File: config.mk
export PLATFORM = sky130hd
export DESIGN_NAME = spi_transmitter
export DESIGN_NICKNAME = d
export VERILOG_FILES = /design/src/rtl/spi_transmitter.sv
export SDC_FILE = /design/constraint.sdc
export NUM_CORES = 1
export LEC_CHECK = 0
export ABC_AREA = 1
export CAP_MARGIN = 5
export CORE_MARGIN = 3
export CORE_UTILIZATION = 30
export CTS_CLUSTER_DIAMETER = 120
export CTS_CLUSTER_SIZE = 28
export DETAILED_ROUTE_END_ITERATION = 8
export SETUP_SLACK_MARGIN = 0.2
export SLEW_MARGIN = 40
export SYNTH_ARGS = -nofsm -noshare
export SYNTH_HDL_FRONTEND = slang
export SYNTH_SLANG_ARGS = --single-unit
File: constraint.sdc
create_clock -name clk -period 1.4 [get_ports clk]
set_input_delay 0.21 -clock clk [delete_from_list [all_inputs] [get_ports clk]]
set_output_delay 0.21 -clock clk [all_outputs]
set_load 0.02 [all_outputs]
File: src/rtl/spi_transmitter.sv
// SPI transmitter: sends a 16-bit word MSB first, then 16 zero bits, framed by an active-low
// chip select, with a programmable serial clock divider and a minimum inter-frame gap.
module spi_transmitter #(
  parameter int unsigned CLK_DIV    = 4,
  parameter int unsigned GAP_CYCLES = 8
) (
  input  logic        clk,
  input  logic        reset,
  input  logic [15:0] in_data,
  input  logic        in_valid,
  output logic        in_ready,
  output logic        serial_clk,
  output logic        chip_select,
  output logic        mosi,
  output logic        busy,
  output logic        done
);

  localparam logic [7:0] DivLast  = 8'(CLK_DIV - 1);
  localparam logic [7:0] GapLast  = 8'(GAP_CYCLES - 1);
  localparam logic [5:0] NumEdges = 6'd32;

  typedef enum logic [2:0] {StIdle, StLead, StShift, StTrail, StGap} state_e;

  state_e      state_q, state_d;
  logic [7:0]  div_q, div_d;
  logic [7:0]  gap_q, gap_d;
  logic [5:0]  edge_q, edge_d;
  logic [15:0] data_q, data_d;
  logic        in_ready_q, in_ready_d;
  logic        busy_q, busy_d;
  logic        cs_q, cs_d;
  logic        sclk_q, sclk_d;
  logic        mosi_q, mosi_d;
  logic        done_q, done_d;

  logic        div_tick;
  logic [7:0]  div_next;
  logic [3:0]  bit_idx;

  assign div_tick = (div_q == DivLast);
  assign div_next = div_tick ? 8'd0 : div_q + 8'd1;
  // After rising edge k the line presents data bit 15-k.
  assign bit_idx  = 4'(6'd15 - edge_q);

  always_comb begin
    state_d    = state_q;
    div_d      = div_q;
    gap_d      = gap_q;
    edge_d     = edge_q;
    data_d     = data_q;
    in_ready_d = in_ready_q;
    busy_d     = busy_q;
    cs_d       = cs_q;
    sclk_d     = sclk_q;
    mosi_d     = mosi_q;
    done_d     = 1'b0;

    unique case (state_q)
      StIdle: begin
        in_ready_d = 1'b1;
        busy_d     = 1'b0;
        cs_d       = 1'b1;
        sclk_d     = 1'b0;
        mosi_d     = 1'b0;
        // in_ready_q gates acceptance so the first cycle out of reset accepts nothing.
        if (in_valid && in_ready_q) begin
          state_d    = StLead;
          data_d     = in_data;
          mosi_d     = in_data[15];
          cs_d       = 1'b0;
          in_ready_d = 1'b0;
          busy_d     = 1'b1;
          div_d      = 8'd0;
          edge_d     = 6'd0;
        end
      end

      StLead: begin
        div_d = div_next;
        if (div_tick) begin
          sclk_d  = 1'b1;
          edge_d  = 6'd1;
          state_d = StShift;
        end
      end

      StShift: begin
        div_d = div_next;
        if (div_tick) begin
          if (!sclk_q) begin
            sclk_d = 1'b1;
            edge_d = edge_q + 6'd1;
          end else begin
            sclk_d = 1'b0;
            if (edge_q == NumEdges) begin
              state_d = StTrail;
              mosi_d  = 1'b0;
            end else begin
              mosi_d = (edge_q <= 6'd15) ? data_q[bit_idx] : 1'b0;
            end
          end
        end
      end

      StTrail: begin
        div_d = div_next;
        if (div_tick) begin
          cs_d    = 1'b1;
          done_d  = 1'b1;
          gap_d   = 8'd0;
          state_d = StGap;
        end
      end

      StGap: begin
        if (gap_q == GapLast) begin
          state_d    = StIdle;
          in_ready_d = 1'b1;
          busy_d     = 1'b0;
        end else begin
          gap_d = gap_q + 8'd1;
        end
      end

      default: state_d = StIdle;
    endcase
  end

  always_ff @(posedge clk or negedge reset) begin
    if (!reset) begin
      state_q    <= StIdle;
      div_q      <= 8'd0;
      gap_q      <= 8'd0;
      edge_q     <= 6'd0;
      data_q     <= 16'd0;
      in_ready_q <= 1'b0;
      busy_q     <= 1'b0;
      cs_q       <= 1'b1;
      sclk_q     <= 1'b0;
      mosi_q     <= 1'b0;
      done_q     <= 1'b0;
    end else begin
      state_q    <= state_d;
      div_q      <= div_d;
      gap_q      <= gap_d;
      edge_q     <= edge_d;
      data_q     <= data_d;
      in_ready_q <= in_ready_d;
      busy_q     <= busy_d;
      cs_q       <= cs_d;
      sclk_q     <= sclk_d;
      mosi_q     <= mosi_d;
      done_q     <= done_d;
    end
  end

  assign in_ready    = in_ready_q;
  assign busy        = busy_q;
  assign chip_select = cs_q;
  assign serial_clk  = sclk_q;
  assign mosi        = mosi_q;
  assign done        = done_q;

endmodule
==> results of run 1 <==
layer usage:
layer,track usage (%),vias up
met1,19.0,1206
met5,0,-
met2,27.6,61
li1,-,1247
met3,2.29,12
met4,4.58,0
sequential cells by signal (all words and copies together) (netlist names):
signal and count:
chip_select 1, busy 1, edge_q 6, state_q 3, in_ready 1, data_q 16
done 1, mosi 1, serial_clk 1, gap_q 8, div_q 8
synth_stat cells:
cell type and number:
nand2_1 116, dfrtp_1 46, inv_1 28, nor2_1 28
nand3_1 27, a21oi_1 12, xor2_1 10, nor3_1 8
o22ai_1 7, inv_2 6, nand2_2 6, o21ai_0 5
ha_1 4, o21ai_2 4, buf_2 3, nand4_1 3
buf_6 2, nor2_2 2, nor2_4 2, o21ai_1 2
a21oi_2 1, buf_4 1, clkbuf_1 1, clkinv_1 1
dfstp_2 1, nand2_4 1, nand3_4 1, nand3b_1 1
nor3_2 1, nor3b_1 1
through the flow:
step / power, µW / instance area (µm²) / util (%) / worst slack (ns) / std cells
2_1_floorplan: 4270 / 2600 / - / -0.0436 / 331
3_3_place_gp: 5470 / 3260 / 40.9 / -0.129 / 496
3_5_place_dp: 5550 / 3260 / 40.9 / -0.146 / 496
4_1_cts: 7890 / 3910 / 49.1 / -0.0931 / 528
5_1_grt: 9180 / 4150 / 52.1 / -0.291 / 532
6_report: 8580 / 4150 / 52.1 / -0.144 / 532
worst max-delay path, stage by stage, from the launching register on:
cell and delay [ns]:
dfrtp_1 0.39, ha_2 0.21, buf_6 0.10, nand3b_1 0.12, nor2_4 0.17, buf_6 0.13
nand2_8 0.07, nand2_8 0.10, nand3_2 0.05, nand2_1 0.06, nor2_1 0.04
kinds of logic after synthesis:
family / after synthesis
fa+ha+maj: 4
flops: 47
compound gates: 31
xor+xnor: 10
buf+inv: 42
simple gates: 197
layout make-up:
type                    count  area [µm²]
flip-flops and latches     47        1180
fillers                   683        3820
inverters                  35         148
repair inverters            3        33.8
clock inverters             2        35.0
clock buffers               6        82.6
well taps                 102         128
multi-input cells         244        1610
repair buffers             93         936
what timing repair did:
action                                  CTS  global route
hold buffers                              1             0
gates cloned                              7             1
gates resized for setup                  96            54
hold endpoints to repair                 46             0
endpoints found under the setup margin   53            50
buffers inserted                         16             3
pin swaps                                23            21
power breakdown:
| group | internal, µW | leakage (µW) | switching [µW] |
|---|---|---|---|
| combinational | 2490 | 0.00131 | 2750 |
| clock | 579 | 0.0000612 | 477 |
| sequential | 1840 | 0.000607 | 448 |
final timing paths:
kind	slack (ns)	to	start
worst max register to register	-0.14	gap_q[4]	div_q[0]
worst max-delay path	-0.14	gap_q[4]	div_q[0]
min in group clk	0.43	data_q[12]	in_data[12]
max in group asynchronous	0.71	chip_select	reset
worst min register to register	0.51	data_q[2]	data_q[2]
worst min-delay path	0.42	div_q[4]	reset
cell usage in the layout (no fill, tap or decap), types with 9 or more instances in the layout:
master	synthesis	layout
buf_4	1	45
xor2_1	10	10
nand3_1	27	21
nor2_1	28	21
inv_1	28	23
inv_2	6	9
buf_6	2	14
clkdlybuf4s50_1	0	17
nand2_4	1	16
dfrtp_1	46	44
nand2_2	6	27
nand2_1	116	79
==> summary.txt, run 1 <==
Global route
  • Global Route Usage Sum: about 15%
  • Largest net degree at the start of global routing: 48
  • Vias in the first global route: 2599
  • First-pass GRT wire length: approximately 12 mm
  • Remaining global-route overflow: 0
  • Initial antenna violation count: 0

Worst setup path
  • Crit path launch type: flip-flop
  • WP data arrival: 1.74 ns
  • CP max FO: 5
  • Endpoint type of the worst setup path: flip-flop
  • Worst path required time: around 1.6 ns
  • Critical path class: reg2reg
  • Reg2Reg Depth: 10

Power and ir drop
  • PwrDens: ~2100 nW/µm²
  • Max IR drop VDD: roughly 0.82 mV
  • Leakage power: 0.00198 µW

Die
  • Die Height: between 90 and 100 µm
  • Initial core utilization: 31.9%
  • Core ar.: 7970 µm²
  • Standard-cell rows: 32
  • Die ar.: 9600 µm²
  • Chip Width: 98.0 µm
  • # IOs: 25

Finish
  • Inserted Diodes: 0
  • Layout cells sized above 1: 44.2%
  • Nets: roughly 450
  • Area grow syn2layout: 63.5%

Synth
  • Cell Area, Synth: between 2000 and 3000 µm²
  • Mux cell area share after synthesis: 0%
  • Syn. warnings: 0
  • Synth Area in Compound Gates: between 7 and 8%
  • Post-synthesis cell count: 331
  • Adder-cell share of the synthesized area: 1.97%
  • Yosys cell types: 30
  • Yosys top cell area share: about 45%
  • Post-Synth Simple-Gate Area: between 30% and 40%
  • Largest family of logic cells by synthesized area: simple AND/OR/NAND/NOR gates
  • Area contributors post-synth: dfrtp_1 45%, nand2_1 17%, nand3_1 5.3%
  • Fraction of synthesized cell area in xor and xnor cells: 3.45%
  • Area leader, netlist: dfrtp_1
  • Post-synthesis sequential element count: 47
  • Syn nets: between 300 and 400
  • Sequential cell area fraction in the yosys report: between 40% and 50%
  • Syn Area/Cell: 7.67 µm²

Timing
  • RSZ-0062 raised after global routing: true
  • Clock Skews: about 0.0097 ns
  • Slew Limit Fails: 0
  • F_max: between 600 and 700 MHz
  • Hold Fails Final Rpt: 0
  • Min Tclk post-route: around 1.5 ns
  • Finish-stage setup viols: 38
  • Slew Limit Headroom: 81.5%
  • Slew at the pin closest to its max-slew limit: about 0.28 ns
  • Worst Slack Setup Final: -0.144 ns
  • Final period util: 110%
  • Fin Setup TNS: -3.00 ns
  • Hold Slack: about 0.42 ns

Status
  • Failing checks: setup timing
  • Status: complete, but fails checks

Drt
  • WL met1: 3.08 mm
  • Overall routed net length: ~7.4 mm
  • Routed wl met2: about 3.9 mm
  • 1st-iter DRT viols: 82
  • Drt drc: 0
  • DRT Pass-1 Iters: 4
  • Met3 WL post-DR: roughly 250 µm
  • Via/cell ratio: ~4.7
  • Uppermost layer routed: met4
  • Remaining antenna violation count after routing: 0
  • WL per Instance: 13.8 µm
  • Vias post-DR: ~2500

Placed design
  • Port Buffers: 24
  • Post-DP HPWL: between 4 and 5 mm
  • RD Place Congestion: approximately 0.84

Clock network
  • Reg clk slew, reported paths: about 0.090 ns
  • Root Driver: clkbuf_8
  • Clk_lat worst skew: 0.30 ns
  • H-tree depth: 2
  • CTS Buffer Depth: 2
  • TritonCTS clock tree: built
  • CTS Buf Count: 5
  • Clk sinks: 47

Job
  • Max-cap check violation count: 0

Min path
  • Hold Path Class: in2async
Note: power is estimated with default switching activity, not from simulation.
==> inputs of run 2 (changes only) <==
- CELL_PAD_IN_SITES_DETAIL_PLACEMENT: unset -> 0
- CELL_PAD_IN_SITES_GLOBAL_PLACEMENT: unset -> 2
- CTS_CLUSTER_DIAMETER: 120 -> 50
- PLACE_DENSITY_LB_ADDON: unset -> 0.1
- RECOVER_POWER: unset -> 100
==> run 2 against run 1 <==
  * The flow still finishes with violations (setup timing)
  * Critical path type unchanged
  * Fmax up 4.9%
  * Critical endpoint is now gap_q[3]
  * Via count decreased by 3.5%
  * Clock power down 6%
  * Total power is 10% lower
==> summary.txt, run 2 (same netlist as run 1, synthesis figures left out) <==
Status
  • Status: complete, but fails checks
  • Failing checks: setup timing

Finish
  • Number of flip-flops in the largest register: 16 (unchanged)
  • Leading cell types in the layout, fill and taps excluded: 88 x nand2_1, 48 x buf_4, 44 x dfrtp_1, 26 x nand2_2, 23 x inv_1
  • Biggest regs: data_q x16, div_q x8, gap_q x8
  • Layout cells sized above 1: 41.2% (-3.0 points)
  • FILL cells: 790 (+16%)
  • Multi-input logic area: 1540 µm² (-4.4%)
  • Most common cell after layout, fill and taps aside: nand2_1
  • Area grow syn2layout: 56.2%
  • Fin cells: 529 (-0.56%)
  • Most flop-heavy register: data_q
  • Post-Route Utilization: 49.8% (-2.3 points)
  • Inserted Diodes: 0 (unchanged)
  • Register Area: 1180 µm² (unchanged)
  • Nets: 449 (-0.66%)

Drt
  • Vias post-DR: 2437 (-3.5%)
  • 1st-iter DRT viols: 73 (-11%)
  • Drt drc: 0 (unchanged)
  • WL per Instance: 13.5 µm (-2.2%)
  • Remaining antenna violation count after routing: 0 (unchanged)
  • Via/cell ratio: 4.61 (-3.0%)
  • DRT Pass-1 Iters: 4 (unchanged)
  • Overall routed net length: 7.17 mm (-2.7%)

Timing
  • Slew Limit Fails: 0 (unchanged)
  • Worst Slack Setup Final: -0.0719 ns (+0.0716 ns)
  • Finish-stage setup viols: 19 (-50%)
  • F_max: 679 MHz (+4.9%)
  • Hold Slack: 0.448 ns (+0.0260 ns)
  • Hold Fails Final Rpt: 0 (unchanged)
  • Clock Skews: 0.0115 ns (+0.00175 ns)
  • Final period util: 105% (-5.1 points)
  • RSZ-0062 raised after global routing: true
  • Min Tclk post-route: 1.47 ns (-0.0716 ns)
  • Slew at the pin closest to its max-slew limit: 0.690 ns (+0.412 ns)
  • Slew Limit Headroom: 54.0% (-27 points)

Clock network
  • H-tree depth: 2 (unchanged)
  • TritonCTS clock tree: built
  • Root Driver: clkbuf_8
  • CTS Buffer Depth: 2 (unchanged)
  • CTS Buf Count: 5 (unchanged)
  • Clk sinks: 47 (unchanged)
  • Reg clk slew, reported paths: 0.09 ns (about the same)
  • Clk_lat worst skew: 0.30 ns (about the same)

Global route
  • Global Route Usage Sum: 15.2% (-0.21 points)
  • Initial antenna violation count: 0 (unchanged)
  • First-pass GRT wire length: 11.8 mm (-3.1%)
  • Vias in the first global route: 2385 (-8.2%)
  • Largest net degree at the start of global routing: 48 (unchanged)
  • Remaining global-route overflow: 0 (unchanged)

Power and ir drop
  • Switching component of the power: 3300 µW (-10%)
  • Max IR drop VDD: 0.704 mV (-14%)
  • PwrDens: 1950 nW/µm² (-5.8%)
  • Leakage power: 0.00195 µW (-1.5%)
  • Sequential power share: 27.9% (+1.3 points)
  • Combinational share of power: 59.1% (-2.0 points)
  • Clock share of power: 12.9% (+0.6 points)
  • Switching share of total power: 42.7% (-0.17 points)
  • Cell Int Power: 4430 µW (-9.7%)

Worst setup path
  • Crit path launch type: flip-flop
  • Critical path class: reg2reg
  • R2R setup slack: -0.07 ns (+0.07 ns)
  • CP max FO: 5 (unchanged)
  • WP data arrival: 1.66 ns (-0.08 ns)
  • Worst path required time: 1.59 ns (about the same)
  • Endpoint type of the worst setup path: flip-flop

Die
  • Chip Width: 98.0 µm (unchanged)
  • # IOs: 25 (unchanged)
  • Die Height: 98.0 µm (unchanged)
  • Core ar.: 7970 µm² (unchanged)
  • Standard-cell rows: 32 (unchanged)
  • Die ar.: 9600 µm² (unchanged)
  • Initial core utilization: 31.9% (unchanged)

Placed design
  • Port Buffers: 24 (unchanged)
  • Pre-CTS setup slack: -0.156 ns (-0.00965 ns)
  • RD Place Congestion: 0.792 (-5.7%)
  • Placed cells: 500 (+0.81%)
  • Post-DP HPWL: 4.71 mm (+9.8%)

Min path
  • Hold Path Class: in2reg

Job
  • Max-cap check violation count: 0 (unchanged)
run 2: changes by cell type in the layout (fill, tap and decap cells not counted), sizes merged:
| cell | change |
|---|---|
| buf | -4 |
| inv | -1 |
| nand2 | -1 |
| clkdlybuf4s15 | -3 |
| clkdlybuf4s25 | +1 |
| clkbuf | +5 |
run 2: critical path, stage by stage (launching register included):
cell and delay [ns]:
dfrtp_1 0.39, ha_2 0.20, nand2_2 0.07, inv_2 0.03, nand3_2 0.07, nor2_4 0.05
nor2_4 0.18, inv_4 0.08, nand2_4 0.12, nand3_2 0.07, nand2_1 0.06, nor2_1 0.04
run 2: metrics by stage:
step | total power [µW] | TNS (ns) | cell area (µm²)
after floorplan | 4270 | -0.175 | 2600
after global placement | 5590 | -4.07 | 3290
after detailed placement | 5610 | -3.88 | 3290
after CTS | 7470 | -1.02 | 3800
after global routing | 8400 | -4.29 | 3970
final | 7720 | -0.578 | 3970
run 2: what timing repair did:
action / 4_1_cts / 5_1_grt
gates cloned: 5 / 0
hold endpoints to repair: 46 / 0
resized for setup: 85 / 51
pin swaps: 12 / 26
endpoints found under the setup margin: 53 / 52
setup buffers: 10 / 5
hold buffers: 1 / 0
run 2: layout make-up:
cell class	instances	area share, %
clock buffers	7	1.92
clock inverters	1	0.757
inverters	35	3.82
multi-input cells	243	38.8
flip-flops and latches	47	29.7
well taps	102	3.22
repair buffers	91	20.5
repair inverters	3	1.23
run 2: power by group through the flow:
| stage | Clock, µW | Combinational [µW] | Sequential [µW] |
|---|---|---|---|
| final | 1000 | 4570 | 2160 |
| after global routing | 1090 | 5060 | 2240 |
| after floorplan | 0 | 2030 | 2240 |
| after detailed placement | 0 | 3420 | 2190 |
| after CTS | 1040 | 4260 | 2170 |
| after global placement | 0 | 3410 | 2180 |
run 2: final timing paths:
| kind | start | end | depth (start not counted) |
|---|---|---|---|
| min reg2reg | data_q[3] | data_q[3] | 2 |
| max in group asynchronous | reset | state_q[1] | 3 |
| min in group asynchronous | reset | gap_q[3] | 3 |
| max reg2reg | gap_q[1] | gap_q[3] | 11 |
| min | in_data[0] | data_q[0] | 3 |
| max | gap_q[1] | gap_q[3] | 11 |
run 2: routing by layer:
layer / track usage (%) / vias to the layer above / wire (µm)
met5: 0 / - / 0
met4: 3.19 / 0 / 37
met3: 2.64 / 2 / 174
met2: 23.9 / 24 / 3410
met1: 21.9 / 1163 / 3550
li1: - / 1248 / -
